## src/rtl/fft_job_sched.sv

```systemverilog
// fft_job_sched: round-robin scheduler for two requesters that steps one FFT core through the load, wait, drain and settle phases
module fft_job_sched #(
    parameter int N_BEAT = 64,
    parameter int WDOG   = 255
) (
    input  logic       CLK,
    input  logic       RSTn,
    input  logic [1:0] REQ,
    output logic [1:0] GNT,
    output logic       CORE_START,
    input  logic       CORE_DONE,
    output logic       IN_RDY,
    output logic [5:0] IN_IDX,
    output logic       OUT_VALID,
    output logic [5:0] OUT_IDX,
    output logic [1:0] ACK,
    output logic       ERR,
    output logic       BUSY
);
    typedef enum logic [2:0] {IDLE, ARB, STRT, LOAD, WAIT, DRAIN, SETTLE} state_t;
    localparam logic [6:0] NB    = 7'(N_BEAT);
    localparam logic [6:0] NB_M1 = 7'(N_BEAT - 1);
    localparam logic [7:0] WD    = 8'(WDOG);
    state_t     state_q, state_d;
    logic [1:0] req_q, req_d, gnt_q, gnt_d;
    logic       last_q, last_d, win, full;
    logic [6:0] cnt_q, cnt_d;
    logic [7:0] wd_q, wd_d;

    // state register plus latched request, grant, round-robin pointer and counters
    always_ff @(posedge CLK or negedge RSTn) begin
        if (!RSTn) begin
            state_q <= IDLE;
            req_q   <= '0;
            gnt_q   <= '0;
            last_q  <= 1'b1;
            cnt_q   <= '0;
            wd_q    <= '0;
        end else begin
            state_q <= state_d;
            req_q   <= req_d;
            gnt_q   <= gnt_d;
            last_q  <= last_d;
            cnt_q   <= cnt_d;
            wd_q    <= wd_d;
        end
    end

    // next-state logic and outputs; cnt_q is the beat counter in LOAD/DRAIN and the stall counter in SETTLE
    always_comb begin
        state_d    = state_q;
        req_d      = req_q;
        gnt_d      = gnt_q;
        last_d     = last_q;
        cnt_d      = cnt_q;
        wd_d       = wd_q;
        win        = (req_q == 2'b10) | ((req_q == 2'b11) & ~last_q);
        full       = (cnt_q == NB);
        GNT        = gnt_q;
        BUSY       = (state_q != IDLE);
        CORE_START = (state_q == STRT);
        IN_RDY     = (state_q == LOAD);
        IN_IDX     = IN_RDY ? cnt_q[5:0] : '0;
        OUT_VALID  = CORE_DONE & ((state_q == WAIT) | ((state_q == DRAIN) & ~full));
        OUT_IDX    = OUT_VALID ? cnt_q[5:0] : '0;
        ACK        = '0;
        ERR        = 1'b0;
        case (state_q)
            IDLE: begin
                if (|REQ) begin
                    state_d = ARB;
                    req_d   = REQ;
                end
            end
            ARB: begin
                gnt_d   = win ? 2'b10 : 2'b01;
                last_d  = win;
                state_d = STRT;
            end
            STRT: state_d = LOAD;
            LOAD: begin
                cnt_d   = (cnt_q == NB_M1) ? 7'd0 : cnt_q + 7'd1;
                state_d = (cnt_q == NB_M1) ? WAIT : LOAD;
            end
            WAIT: begin
                if (CORE_DONE) begin
                    state_d = DRAIN;
                    cnt_d   = 7'd1;
                    wd_d    = '0;
                end else if (wd_q == WD) begin
                    ERR     = 1'b1;
                    state_d = SETTLE;
                    wd_d    = '0;
                end else begin
                    wd_d = wd_q + 8'd1;
                end
            end
            DRAIN: begin
                if (CORE_DONE & ~full) begin
                    cnt_d = cnt_q + 7'd1;
                end else begin
                    ACK     = (~CORE_DONE & full) ? gnt_q : 2'b00;
                    ERR     = CORE_DONE | ~full;
                    cnt_d   = '0;
                    state_d = SETTLE;
                end
            end
            SETTLE: begin
                cnt_d   = (cnt_q == 7'd2) ? 7'd0 : cnt_q + 7'd1;
                gnt_d   = (cnt_q == 7'd2) ? 2'b00 : gnt_q;
                state_d = (cnt_q == 7'd2) ? IDLE : SETTLE;
            end
            default: state_d = IDLE;
        endcase
    end
endmodule

```

## config.mk

```make
export PLATFORM = sky130hd
export DESIGN_NAME = fft_job_sched
export DESIGN_NICKNAME = d
export VERILOG_FILES = /design/src/rtl/fft_job_sched.sv
export SDC_FILE = /design/constraint.sdc
export NUM_CORES = 1
export LEC_CHECK = 0
export CORE_AREA = 8 8 68 70
export CTS_CLUSTER_SIZE = 12
export DETAILED_ROUTE_END_ITERATION = 6
export DIE_AREA = 0 0 76 78
export PLACE_DENSITY = 0.76
export SLEW_MARGIN = 20
export SYNTH_ARGS = -nofsm -noshare
export SYNTH_HDL_FRONTEND = slang
export SYNTH_SLANG_ARGS = --single-unit
```

## constraint.sdc

```tcl
create_clock -name CLK -period 2.64 [get_ports CLK]
set_clock_uncertainty 0.05 [all_clocks]
set_input_delay 0.396 -clock CLK [delete_from_list [all_inputs] [get_ports CLK]]
set_output_delay 0.396 -clock CLK [all_outputs]
set_load 0.01 [all_outputs]
```

### Yosys cells after proc, flatten, opt, wreduce, memory -nomap -nowiden

Cells that the tools add are included.
W data, S select, Z words.

| word-level totals | value |
|---|---|
| register bits | 23 |
| word-level logic and storage cells | 71 |
| output and inout port bits | 21 |
| input bits | 5 |

| cells by class | value |
|---|---|
| bitwise logic cells | 11 |
| multiplexer cells | 26 |
| reduce and logical (&&, ||, !) cells | 9 |
| $add $sub $neg | 2 |
| equal/unequal tests | 17 |

Operators by type and width:

| operator | number |
|---|---|
| $mux W7 | 4 |
| $pmux W7 S4 | 1 |
| $pmux W3 S7 | 1 |
| $mux W3 | 6 |
| $mux W8 | 2 |
| $mux W6 | 2 |
| $mux W2 | 5 |
| $eq A3 B3 Y1 const B | 3 |
| $add A8 B1 Y8 const B | 1 |
| $eq A8 B8 Y1 const B | 1 |
| $ne A2 B2 Y1 const B | 4 |
| $add A7 B1 Y7 const B | 1 |
| $eq A7 B2 Y1 const B | 1 |
| $eq A7 B6 Y1 const B | 1 |
| $eq A7 B7 Y1 const B | 1 |
| $eq A3 B2 Y1 const B | 2 |
| $reduce_and A2 Y1 | 3 |
| $and A1 B1 Y1 | 5 |
| $eq A2 B2 Y1 const B | 2 |
| $pmux W2 S2 | 1 |
| $reduce_bool A4 Y1 | 1 |
| $eq A3 B1 Y1 const B | 1 |
| $logic_not A3 Y1 | 1 |
| $mux W1 | 3 |
| other kinds (8) | 12 |

### Longest topological paths before layout

| depth | value |
|---|---|
| depth after elaboration | 6 |
| mapped depth | 8 |
| gate-level depth less buffers | 8 |

### Least setup slack after synthesis

Ideal clock, no wire load.

| timing path | value |
|---|---|
| path kind | register -> register |
| from | reg cnt_q[2] |
| to | reg cnt_q[2] |
| stages on the path, launching flop included | 9 |
| slack | 434 ps |
| buffers on the path | 1 |
| library setup time | 142 ps |
| data required time | 2,448 ps |
| period minus slack after synthesis | 2,206 ps |
| arrival time | 2,014 ps |
| cells stage by stage | dfrtp_1 buf_2 nor4_2 nand3_1 ha_1 o21a_1 nand2b_1 o22ai_1 a22oi_1 |

| on the way | value |
|---|---|
| longest elaborated chain between the ends | 5 |
| elaborated cells on any way between the ends | 10 |
| those cells by class | 1 x add/sub; 3 x eq/ne; 4 x mux; 2 x bitwise |

Ends and longest elaborated chain:

| what | RTL line | text |
|---|---|---|
| start, declared | 27 | `logic [6:0] cnt_q, cnt_d;` |
| start signal, assigned | 44 | `cnt_q <= cnt_d;` |
| branches (longest 4 deep; another with $add A7 B1 Y7) | -- |  |
| $pmux W7 S4 (*) | 68 | `case (state_q)` |

Every way passes the cells marked *.
A chain may end at the register's enable or synchronous reset.

### Final worst setup path

| timing path | value |
|---|---|
| from | reg cnt_q[5] |
| to | out ACK[0] |

| on the way | value |
|---|---|
| longest elaborated chain between the ends | 5 |
| elaborated cells on any way between the ends | 7 |
| those cells by class | 1 x eq/ne; 3 x mux; 3 x bitwise |

Ends and longest elaborated chain:

| what | RTL line | text |
|---|---|---|
| $eq A7 B7 Y1 (*) | 58 | `full = (cnt_q == NB);` |
| $and A1 B1 Y1 / $not A1 Y1 (equally long branches) | 102, 99 |  |
| $mux W2 / $and A1 B1 Y1 (equally long branches) | 102, 99 |  |
| $mux W2 (*) | 99 | `if (CORE_DONE & ~full) begin` |
| $mux W2 (*) | 68 |  |
| end, declared | 16 | `output logic [1:0] ACK,` |

Mark *: on every way between the ends. The rest lies on a longest branch, timed or not.

==> results.ini <==
[sta]
timing.final.crit_period_ns = 2.477
tightest_slew_ns = 0.6676
timing.final.crit_share_pct = 93.84
report.final.setup_viol = 0
timing.fmax_ghz = 0.4037
relSlewSlack_pct = 55.35
worst_hold_slack_ns = 0.4113
fin_tns_setup_ns = 0
final_max_slew_viol_count = 0
setup_slack_ns = 0.1627
final_hold_violations = 0
grt_setup_unrepaired = no

[cts]
tritoncts = done
cts.sink_count = 23
htree_levels = 1
cts_inserted_buffers = 3
clk_pin_slew_ns = 0.14
cts_root_buffer = sky130_fd_sc_hd__clkbuf_4
cts-root-to-sink-buffers = 2
clkLatencyLatePin_ns = 0.32

[floorplanning]
floorplan.die_area_um2 = 5928
floorplan.die.width_um = 76
core.rowCount = 22
top_level_ports = 26
floorplan.core_area_um2 = 3551
die_h_um = 78
initial_utilization_pct = 43.66

[grt]
globalRoute.totalOverflow = 0
number_of_antenna_violations_at_the_first_check_in_global_routing = 0
grt_first_pass_wirelength_um = 6665
first_global_vias = 1438
grt_util_all_layers_pct = 13.25
grt_start_max_net_pins = 23

[synth]
syn_area_um2 = 1550
postSynth.topFlopCell = sky130_fd_sc_hd__dfrtp_1
netlist_instances = 184
synth_edf_count = 0
asyncSetResetFlopFracSynth_pct = 100.0
ff_latch_count_synth = 23
synth_area_per_cell_um2 = 8.425
post_synthesis_net_count = 195
synth_xor_area_share_pct = 0.5650
yosysSeqAreaShare_pct = 37.21
post_synth_main_area_contributors = sky130_fd_sc_hd__dfrtp_1, sky130_fd_sc_hd__nand2_1, sky130_fd_sc_hd__and2_1, sky130_fd_sc_hd__ha_1, sky130_fd_sc_hd__a21oi_1
yosysUniqueCellTypes = 46
synth_top_cell_area_share_pct = 35.51
synth_area_in_simple_gates_pct = 28.57
synth_fa_ha_area_share_pct = 4.843
synth-compound-area-share_pct = 21.87
ys.warnings.count = 0
largest_family_of_logic_cells_by_synthesized_area = simple AND/OR/NAND/NOR gates
post-synth-top-area-cell = sky130_fd_sc_hd__dfrtp_1
synth.area.mux_share_pct = 2.018

[placement]
detailedPlace.worstSlack_ns = 0.06369
dp_hpwl_um = 2888
gp_congestion = 0.8394
io_buffer_count = 25

[routing]
post-route-drc-count = 0
routed-via-count = 1463
detail_route.first_pass.iterations = 4
final_antenna_net_count = 0
route.detailed.wl_per_inst_um = 14.07
wl_um = 3798
detail_route.vias_per_cell = 5.419
detail_route.iter0.violations = 104

[run]
max_cap_violations = 0

[worst_setup_path]
worst_path_max_delay_cell = sky130_fd_sc_hd__dfrtp_1
cp_data_required_time_ns = 2.19
cpPeakStageDelay_ns = 0.43
crit_buf_inv = 1
timing.critical_path.max_delay_family = simple AND/OR/NAND/NOR gates
critPathMaxFanout = 2
worst-setup-path-type = reg2out
worst_ep_arrival_time_ns = 2.03
critical_path.endpoint_type = output pin
crit_path_cell_trace = nor4_4 -> nand3_2 -> ha_1 -> nor3_2 -> and2_1 -> dlygate4sd2_1
cp-start-kind = register

[power_and_ir_drop]
total_leakage_power_nw = 0.9238
report.power.total_w = 0.001557
vdd_ir_drop_max_uv = 553.1
power.density_nw_per_um2 = 788.3

[layout]
flow.area_growth_from_synthesis_pct = 27.44
insertedDiodeCount = 0
layout.nets = 234
layout-drive-gt1-share_pct = 13.51

[run_status]
status = completed

[min_path]
holdCritPathClass = in2async

layout by cell type, fill, tap and decap left out, types with 2 or more instances in the layout:
cell type / Yosys / routed
sky130_fd_sc_hd__nand4_1: 2 / 2
sky130_fd_sc_hd__nand2b_1: 2 / 2
sky130_fd_sc_hd__o21ai_0: 7 / 7
sky130_fd_sc_hd__nor2_1: 10 / 10
sky130_fd_sc_hd__o31ai_1: 3 / 3
sky130_fd_sc_hd__o21a_1: 2 / 2
sky130_fd_sc_hd__nand3_1: 9 / 8
sky130_fd_sc_hd__a31oi_1: 5 / 5
sky130_fd_sc_hd__o22ai_1: 4 / 4
sky130_fd_sc_hd__o211ai_1: 2 / 2
sky130_fd_sc_hd__a21oi_1: 10 / 10
sky130_fd_sc_hd__nand2_1: 28 / 28
sky130_fd_sc_hd__a22oi_1: 4 / 4
sky130_fd_sc_hd__dlygate4sd2_1: 0 / 9
sky130_fd_sc_hd__clkbuf_4: 0 / 3
sky130_fd_sc_hd__mux2i_1: 2 / 2
sky130_fd_sc_hd__or4_1: 2 / 2
sky130_fd_sc_hd__dfrtp_1: 22 / 22
sky130_fd_sc_hd__ha_1: 6 / 6
sky130_fd_sc_hd__inv_1: 6 / 6
sky130_fd_sc_hd__nor3_1: 7 / 6
sky130_fd_sc_hd__buf_4: 0 / 17
sky130_fd_sc_hd__clkdlybuf4s50_1: 0 / 15
sky130_fd_sc_hd__or3_1: 3 / 3
sky130_fd_sc_hd__o21ai_1: 5 / 5
sky130_fd_sc_hd__and2_1: 14 / 14
Yosys cell counts (2+ instances only):
cell type and n:
sky130_fd_sc_hd__a21oi_1 10, sky130_fd_sc_hd__a22oi_1 4, sky130_fd_sc_hd__a31oi_1 5, sky130_fd_sc_hd__and2_1 14
sky130_fd_sc_hd__buf_1 2, sky130_fd_sc_hd__buf_2 4, sky130_fd_sc_hd__buf_6 2, sky130_fd_sc_hd__dfrtp_1 22
sky130_fd_sc_hd__ha_1 6, sky130_fd_sc_hd__inv_1 6, sky130_fd_sc_hd__mux2i_1 2, sky130_fd_sc_hd__nand2_1 28
sky130_fd_sc_hd__nand2b_1 2, sky130_fd_sc_hd__nand3_1 9, sky130_fd_sc_hd__nand4_1 2, sky130_fd_sc_hd__nor2_1 10
sky130_fd_sc_hd__nor3_1 7, sky130_fd_sc_hd__o211ai_1 2, sky130_fd_sc_hd__o21a_1 2, sky130_fd_sc_hd__o21ai_0 7
sky130_fd_sc_hd__o21ai_1 5, sky130_fd_sc_hd__o22ai_1 4, sky130_fd_sc_hd__o31ai_1 3, sky130_fd_sc_hd__or3_1 3
sky130_fd_sc_hd__or4_1 2
path summary, 6_finish.rpt:
check | cells after the start | from | slack (ns) | endpoint
worst max-delay path | 6 | cnt_q[5] | 0.16 | ACK[0]
worst min-delay path | 1 | RSTn | 0.41 | wd_q[7]
worst max register to register | 9 | cnt_q[5] | 0.40 | cnt_q[1]
worst min register to register | 2 | last_q | 0.42 | last_q
max in group asynchronous | 2 | RSTn | 1.51 | cnt_q[1]
min in group CLK | 2 | last_q | 0.42 | last_q
routing by layer:
| metal | up-vias | routed length (um) | global-route usage [%] |
|---|---|---|---|
| met5 | - | 0 | 0 |
| met4 | 0 | 9 | 3.529 |
| met3 | 2 | 219 | 3.687 |
| met2 | 26 | 1795 | 21.85 |
| met1 | 693 | 1773 | 16.53 |
| li1 | 742 | - | - |
logic make-up after synthesis:
family	Yosys count
mux	3
xor+xnor	1
flops	23
simple gates	86
buf+inv	15
compound gates	50
fa+ha+maj	6
per-stage QoR:
step | std cells | area (um^2) | util, %
2_1_floorplan | 184 | 1550 | -
3_3_place_gp | 265 | 1931 | 54.37
3_5_place_dp | 265 | 1931 | 54.37
4_1_cts | 270 | 1973 | 55.57
5_1_grt | 270 | 1976 | 55.64
6_report | 270 | 1976 | 55.64
flip-flops by register name, summed over array words and instances, names as in the netlist:
signal and count:
wd_q 8, cnt_q 7, state_q 3, GNT 2
req_q 2, last_q 1
cell type report:
type | count | area, um^2
clock inverter | 1 | 5.005
fill | 321 | 1575
tap | 48 | 60.06
clock buffer | 3 | 22.52
timing repair buffer | 42 | 369.1
inverter | 7 | 26.28
sequential | 23 | 576.8
multi-input combinational | 146 | 915.9
timing repair:
action	CTS	global route
hold buffers	0	0
gates cloned	0	0
gates resized for setup	12	1
endpoints found under the setup margin	9	1
buffers inserted	1	0
pin swaps	1	0
report_power, final:
group / total (W) / switching [W] / internal, W
Sequential: 0.000520 / 0.0000718 / 0.000448
Combinational: 0.000866 / 0.000450 / 0.000416
Clock: 0.000172 / 0.000115 / 0.0000567
Total: 0.00156 / 0.000636 / 0.000921
Note: power is estimated with default switching activity, not from simulation.
